File: src/rtl/mole_pkg.sv
// Shared constants for the whack-a-mole button path.
package mole_pkg;

    // Number of mole buttons; fixes the width of every button bus.
    localparam int N_BTN = 8;

    // Value of the active-low button bus when no press pulse is present.
    localparam logic [N_BTN-1:0] BTN_IDLE = 8'hFF;

    // 10 ms of stable level at CLK_HZ before a level is accepted.
    localparam int DEBOUNCE_CYC_DEFAULT = 1_000_000;

    // Debounce counter width; 2**CNT_W_DEFAULT must exceed DEBOUNCE_CYC_DEFAULT.
    localparam int CNT_W_DEFAULT = 20;

    localparam int CLK_HZ = 100_000_000;

endpackage

File: src/rtl/debounce_bit.sv
// One button: 2-FF synchroniser, counter debounce and press-edge detect.
// All levels are active-low (0 = pressed); press is an active-high
// one-cycle strobe on the cycle the debounced level falls.
module debounce_bit
    import mole_pkg::*;
#(
    parameter int DEBOUNCE_CYC = DEBOUNCE_CYC_DEFAULT,
    parameter int CNT_W        = CNT_W_DEFAULT
) (
    input  logic clk,
    input  logic rst,
    input  logic raw_n,
    output logic held_n,
    output logic press
);

    // Terminal count: the mismatch that finds the counter here is the
    // DEBOUNCE_CYC-th consecutive one and gets the new level accepted.
    localparam logic [CNT_W-1:0] CNT_LAST = CNT_W'(DEBOUNCE_CYC - 1);

    logic             sync1_q, sync1_d;
    logic             sync2_q, sync2_d;
    logic             held_q,  held_d;
    logic             press_q, press_d;
    logic [CNT_W-1:0] cnt_q,   cnt_d;

    // Next-state: synchroniser shift, debounce count/accept, press edge.
    always_comb begin
        sync1_d = raw_n;
        sync2_d = sync1_q;
        held_d  = held_q;
        cnt_d   = '0;
        if (sync2_q != held_q) begin
            if (cnt_q == CNT_LAST) begin
                held_d = sync2_q;
            end else begin
                cnt_d = cnt_q + CNT_W'(1);
            end
        end
        // Only the 1->0 transition of the debounced level is a press;
        // releases just move held.
        press_d = held_q & ~held_d;
    end

    // State registers; reset parks everything in the released state so a
    // button held through reset must debounce again from zero.
    always_ff @(posedge clk or posedge rst) begin
        if (rst) begin
            sync1_q <= 1'b1;
            sync2_q <= 1'b1;
            held_q  <= 1'b1;
            press_q <= 1'b0;
            cnt_q   <= '0;
        end else begin
            sync1_q <= sync1_d;
            sync2_q <= sync2_d;
            held_q  <= held_d;
            press_q <= press_d;
            cnt_q   <= cnt_d;
        end
    end

    assign held_n = held_q;
    assign press  = press_q;

endmodule

File: src/rtl/button_conditioner.sv
// Conditions the active-low mole pad inputs into the one-cycle active-low
// press pulse bus consumed by the LED/scoring stage.
// DEBOUNCE_CYC must be >= 1 and 2**CNT_W must exceed DEBOUNCE_CYC.
module button_conditioner
    import mole_pkg::*;
#(
    parameter int DEBOUNCE_CYC = DEBOUNCE_CYC_DEFAULT,
    parameter int CNT_W        = CNT_W_DEFAULT
) (
    input  logic             clk,
    input  logic             rst,
    input  logic [N_BTN-1:0] button_raw,
    output logic [N_BTN-1:0] button,
    output logic [N_BTN-1:0] held,
    output logic             press_any
);

    logic [N_BTN-1:0] press_vec;
    logic [N_BTN-1:0] button_q, button_d;
    logic             press_any_q, press_any_d;

    // Buttons are fully independent; simultaneous accepts share one pulse cycle.
    for (genvar i = 0; i < N_BTN; i++) begin : g_btn
        debounce_bit #(
            .DEBOUNCE_CYC (DEBOUNCE_CYC),
            .CNT_W        (CNT_W)
        ) u_bit (
            .clk    (clk),
            .rst    (rst),
            .raw_n  (button_raw[i]),
            .held_n (held[i]),
            .press  (press_vec[i])
        );
    end

    // Output bus is active-low; press_any flags any pulse in the same cycle.
    always_comb begin
        button_d    = ~press_vec;
        press_any_d = |press_vec;
    end

    // Registered outputs so the downstream stage sees glitch-free pulses.
    always_ff @(posedge clk or posedge rst) begin
        if (rst) begin
            button_q    <= BTN_IDLE;
            press_any_q <= 1'b0;
        end else begin
            button_q    <= button_d;
            press_any_q <= press_any_d;
        end
    end

    assign button    = button_q;
    assign press_any = press_any_q;

endmodule
File: config.mk
export PLATFORM = sky130hd
export DESIGN_NAME = button_conditioner
export DESIGN_NICKNAME = d
export VERILOG_FILES = /design/src/rtl/mole_pkg.sv /design/src/rtl/debounce_bit.sv /design/src/rtl/button_conditioner.sv
export SDC_FILE = /design/constraint.sdc
export NUM_CORES = 1
export LEC_CHECK = 0
export CAP_MARGIN = 20
export CORE_ASPECT_RATIO = 0.7
export CORE_MARGIN = 1
export CORE_UTILIZATION = 45
export CTS_CLUSTER_DIAMETER = 60
export DETAILED_ROUTE_END_ITERATION = 8
export GPL_TIMING_DRIVEN = 0
export PLACE_DENSITY = 0.69
export SLEW_MARGIN = 20
export SYNTH_ARGS = -nofsm -noshare
export SYNTH_HDL_FRONTEND = slang
export SYNTH_SLANG_ARGS = --single-unit
File: constraint.sdc
create_clock -name clk -period 8.75 [get_ports clk]
set_input_delay 0.875 -clock clk [delete_from_list [all_inputs] [get_ports clk]]
set_output_delay 0.875 -clock clk [all_outputs]
set_load 0.01 [all_outputs]
### After elaboration in Yosys (flattened, before gate mapping)

Cells that the tools add are included.

* bits in latches: 0
* ROM bits: 0
* bits in writable memories: 0
* bits of input ports: 10
* output and inout bits: 17
* memories: 0
* register bits: 201

* divide/modulo/power cells: 0
* shifts and indexed selects: 0
* magnitude comparators: 0
* equal/unequal tests: 16
* bitwise logic cells: 17
* mux-type cells: 32
* reduce and logical (&&, ||, !) cells: 1
* add/subtract/negate cells: 8
* multiply operators: 0

Operators by type and width (count)
* $mux 20: 16
* $add 20x1->20 const B: 8
* $eq 20x20->1 const B: 8
* $mux 1: 16
* $and 1x1->1: 8
* $ne 1x1->1: 8
* $not 1->1: 8
* $not 8->8: 1
* $reduce_or 8->1: 1

### Longest topological paths before layout

* depth in word-level cells: 5
* mapped depth: 6
* gate-level depth less buffers: 5

### By module

From an unflattened synthesis, not the netlist that was laid out.

* cells, all modules: 885
* area total of the unflattened synthesis: 9824.4 um2

By module, submodules not included
* debounce_bit: times used 8, cells each 108, area an instance 1192.4 um2
* button_conditioner: times used 1, cells each 21, area an instance 285.3 um2

### Worst setup path after synthesis

OpenSTA, ideal clock, no wires.

* kind: flip-flop to flip-flop
* from: register g_btn[7].u_bit.cnt_q[8]
* to: register g_btn[7].u_bit.held_q
* setup slack: 6714 ps
* data arrival time: 1951 ps
* data required time: 8665 ps
* cell stages (with the launch flop): 5
* library setup time: 85 ps
* clock period less this slack: 2036 ps
* cell sequence: dfrtp_1 > or4b_1 > or4_4 > nor2_1 > mux2_1

* longest elaborated chain between the ends: 3

Ends and longest elaborated chain
* start, declared: line debounce_bit.sv:25 `logic [CNT_W-1:0] cnt_q, cnt_d;`
* start signal, assigned: line debounce_bit.sv:59 `cnt_q <= cnt_d;`
* $eq 20x20->1: line debounce_bit.sv:34 `if (cnt_q == CNT_LAST) begin`
* $mux 1: line debounce_bit.sv:34
* $mux 1: line debounce_bit.sv:33 `if (sync2_q != held_q) begin`
* named net g_btn[7].u_bit.held_d: line debounce_bit.sv:23 `logic held_q, held_d;`
* end signal, assigned: line debounce_bit.sv:57 `held_q <= held_d;`
* end, declared: line debounce_bit.sv:23

The timed path passes the listed nets, and every way through them passes these cells.

### Final worst setup path

* from: register g_btn[7].u_bit.held_q
* to: output held[7]

RTL lines
* end, declared: line button_conditioner.sv:14 `output logic [N_BTN-1:0] held,`

No word-level cell between the ends.

==> results summary <==
The flow ran to the end, and the final reports show no timing, DRC or antenna violations. Input and output buffers added on the ports amount to 26. The worst pin sits at a relative slew slack of 39.8%. Sorting the synthesized cells by area gives the leading types as dfrtp_1 (45%), dfstp_2 (8.9%), xnor2_1 (5.6%), nor2_1 (4.8%), or4_1 (3.9%). The highest fanout seen on the critical path came out at 4. The data required time at the worst endpoint is 7.88 ns.

Summed over all cells, the static leakage comes to 0.00428 µW. The die outline area came out at 21,600 µm². Global routing consumed, on the met1 layer, 25.1% of the routing resources. The post-cts sizing count is 0. The proportion of register bits with asynchronous set or reset after synthesis came out at 100%.

The number of synthesized flops with an enable pin is 0. The class of the worst hold path is reg2reg. The clock net sink count is 201. The proportion of layout cells with a drive suffix above 1 came out at 11.5%.

The CTS buffer count is 20. The final setup skew is 0.0172 ns. The synthesis warning total came out at 0. Setup violations remaining at the end of the flow were counted as 0. met2 is the most crowded layer. The area of the mapped netlist came out at 9440 µm². The critical path endpoint category is a primary output. Total power for the finished layout comes to 2020 µW. The worst endpoint data arrival time came out at 1.69 ns. The worst setup path is launched from a flip-flop. At the end of routability-driven placement, the weighted congestion stood at 0.806.

The initial core utilization is 46.8%. For this block, the initial DRC count from the detailed router was 417. The first global-routing pass estimated 30.7 mm of wire. The post-detailed-route DRC marker count is 0. The post-synth net total is 953. The buffer depth of the longest clock path came out at 3. The floorplan row count is 43.

The final-layout fill cell count is 1,810. CTS placed an instance of clkbuf_16 at the clock tree root. CTS built an H-tree with a depth of 1. In this run, distinct cell masters in the synthesized netlist total 44.

After global routing the overflow that remains totals 0. Once detailed placement completed, the half-perimeter wirelength came to 11.4 mm. Broken down by cell family, the worst path's largest delay share belongs to buffers and inverters. Setup repair after global routing left no endpoint under its margin. The total power density per cell area is 186 nW/µm². The number of max-slew violations in the final report is 0.

Summed over all failing endpoints, the final setup total negative slack is 0 ns. The largest single stage delay on the critical path is 0.57 ns. The pin count of the biggest net entering global routing is 102.

Of all cell types, the one taking the most synthesized area is dfrtp_1. The sum of buffers and inverters on the critical path is 2. The core area came out at 20,200 µm². In this run the biggest area consumer among cell types represents 44.8% of the synthesized area. At the later pin of the worst-skew pair, clock insertion delay measures 0.49 ns. The clock tree from TritonCTS is built. After clock tree synthesis, the clock-pin slew on the worst setup and hold paths is 0.07 ns.

The area growth from synthesis to layout is 15.3%. The via count of the first global-routing pass came out at 6,629. The portion of the post-synthesis area used by sequential elements is 53.7%. The count of inserted antenna diode cells is 0.

The library cell used most frequently in the layout, excluding fill and tap cells, is dfrtp_1. At the pin with the least slew margin, the transition time is 0.894 ns. From left edge to right edge, the die measures 175 µm.

The height of the die came out at 123 µm. The average vias per placed instance is 5.34. The top cell types in the final layout, fill and taps aside, are dfrtp_1 (169), nor2_1 (120), nand3_1 (63). The initial antenna violation count came to 0.

On the critical path, the stage with the largest delay is an instance of dfstp_2. The minimum period implied by the final worst setup slack is 2.57 ns. The number of setup buffers added after CTS is 0. The sum of routed wire length over all layers is 17.0 mm. The number of detailed-routing iterations run before antenna repair is 5. The synthesized design contains 201 register bits. The gate count of the mapped netlist came out at 935.

In the global route stage, met2 resource usage came out at 26.3%. IR analysis of the VDD net gives a maximum drop of 0.172 mV. The top-level port count came out at 27. The average cell area after synthesis came out at 10.1 µm². Of the available clock period, the critical path in the final layout requires 29.3%. The hold violation total from the final report is 0. The met3 track demand over resource came out at 2.83%. In the synthesized netlist the dominant register cell turns out to be dfrtp_1. The peak clock frequency supported by timing is 0.390 GHz.

The number of nets with antenna violations after detailed routing is 0. Cells fill 53.9% of the core in the end. In the global route stage, overall resource usage came out at 17.0%.

The count of hold buffers inserted by post-cts repair is 0. The average routed wire per standard cell came out at 13.4 µm. Traced cell by cell, the critical path runs through buf_4, clkdlybuf4s50_1.

The critical path class is reg2out. The number of maximum-capacitance violations is 0. The detailed router placed 6,781 vias in this run. The net count of the finished layout is 1,003.
==> path summary, 6_finish.rpt <==
path | from | end | slack, ns | depth (start not counted)
max | g_btn[7].u_bit.held_n | held[7] | 6.18 | 2
min | g_btn[6].u_bit.sync1_q | g_btn[6].u_bit.sync2_q | 0.35 | 0
max reg2reg | g_btn[0].u_bit.cnt_q[0] | g_btn[0].u_bit.cnt_q[18] | 6.55 | 6
min reg2reg | g_btn[6].u_bit.sync1_q | g_btn[6].u_bit.sync2_q | 0.35 | 0
max in group asynchronous | rst | g_btn[3].u_bit.sync2_q | 6.94 | 4
min in group asynchronous | rst | g_btn[1].u_bit.cnt_q[19] | 0.66 | 2
==> worst reg2reg max path: stages (launching register included) <==
cell	delay, ns
dfrtp_1	0.38
ha_1	0.25
nand2_1	0.12
or4_1	0.54
clkbuf_1	0.19
or4_1	0.48
a21oi_1	0.15
==> flip-flops by register name, summed over array words and instances, names as in the netlist <==
| name | count |
|---|---|
| press_any | 1 |
| g_btn.u_bit.press | 8 |
| g_btn.u_bit.cnt_q | 160 |
| button | 8 |
| g_btn.u_bit.sync1_q | 8 |
| g_btn.u_bit.sync2_q | 8 |
| g_btn.u_bit.held_n | 8 |
==> metal layers <==
| metal | vias up | share of wire, % |
|---|---|---|
| met5 | - | 0 |
| met4 | 0 | 1.4 |
| met3 | 22 | 3.5 |
| met2 | 83 | 43 |
| met1 | 3286 | 53 |
| li1 | 3390 | - |
==> cell type report <==
| type | count | area [µm²] | share of cell area (%) |
|---|---|---|---|
| timing repair buffer | 28 | 315 | 2.90 |
| clock buffer | 27 | 588 | 5.40 |
| inverter | 45 | 176 | 1.62 |
| buffer | 38 | 199 | 1.83 |
| multi-input combinational | 651 | 4000 | 36.7 |
| sequential | 201 | 5070 | 46.6 |
| clock inverter | 9 | 199 | 1.83 |
| tap | 270 | 338 | 3.10 |
==> cell usage after synthesis, drive strengths merged, types with 4 or more instances <==
cell and n:
o21ai 32, dfstp 32, xor2 41, and2 5, dfrtp 169, xnor2 60
a21oi 49, or4 50, nor3 24, mux2 8, nand2b 5, buf 23
or4b 7, nand3 68, nand2 49, nor4 20, nand4 23, ha 8
inv 45, and3 12, nor2 120, or3 23, nor4b 8, or2 4
clkbuf 15, o31ai 26
==> per-stage QoR <==
step,hold WS (ns),instance area [µm²],instances,setup slack [ns]
detailed placement,0.347,10100,1233,6.36
finish,0.354,10900,1269,6.18
global route,0.357,10900,1269,6.14
global placement,0.346,10000,1231,-0.290
CTS,0.355,10900,1269,6.16
floorplan,0.345,9440,935,2.45
==> where the power goes <==
group	internal [µW]	leakage [µW]	switching (µW)
clock network	649	0.000387	354
registers	945	0.00268	12.4
logic	18.9	0.00121	40.2
==> logic make-up (layout without fill, tap and decap cells) <==
group	after synthesis	after routing	share of synthesized area [%]
AND/OR/NAND/NOR	424	424	24.2
buffers and inverters	83	147	3.90
XOR/XNOR	101	101	9.37
AO/OA/AOI/OAI	108	108	6.58
multiplexers	10	10	1.17
adder cells (fa/ha/maj)	8	8	1.06
flip-flops	201	201	53.7
Power figures use the tool's default switching activity.
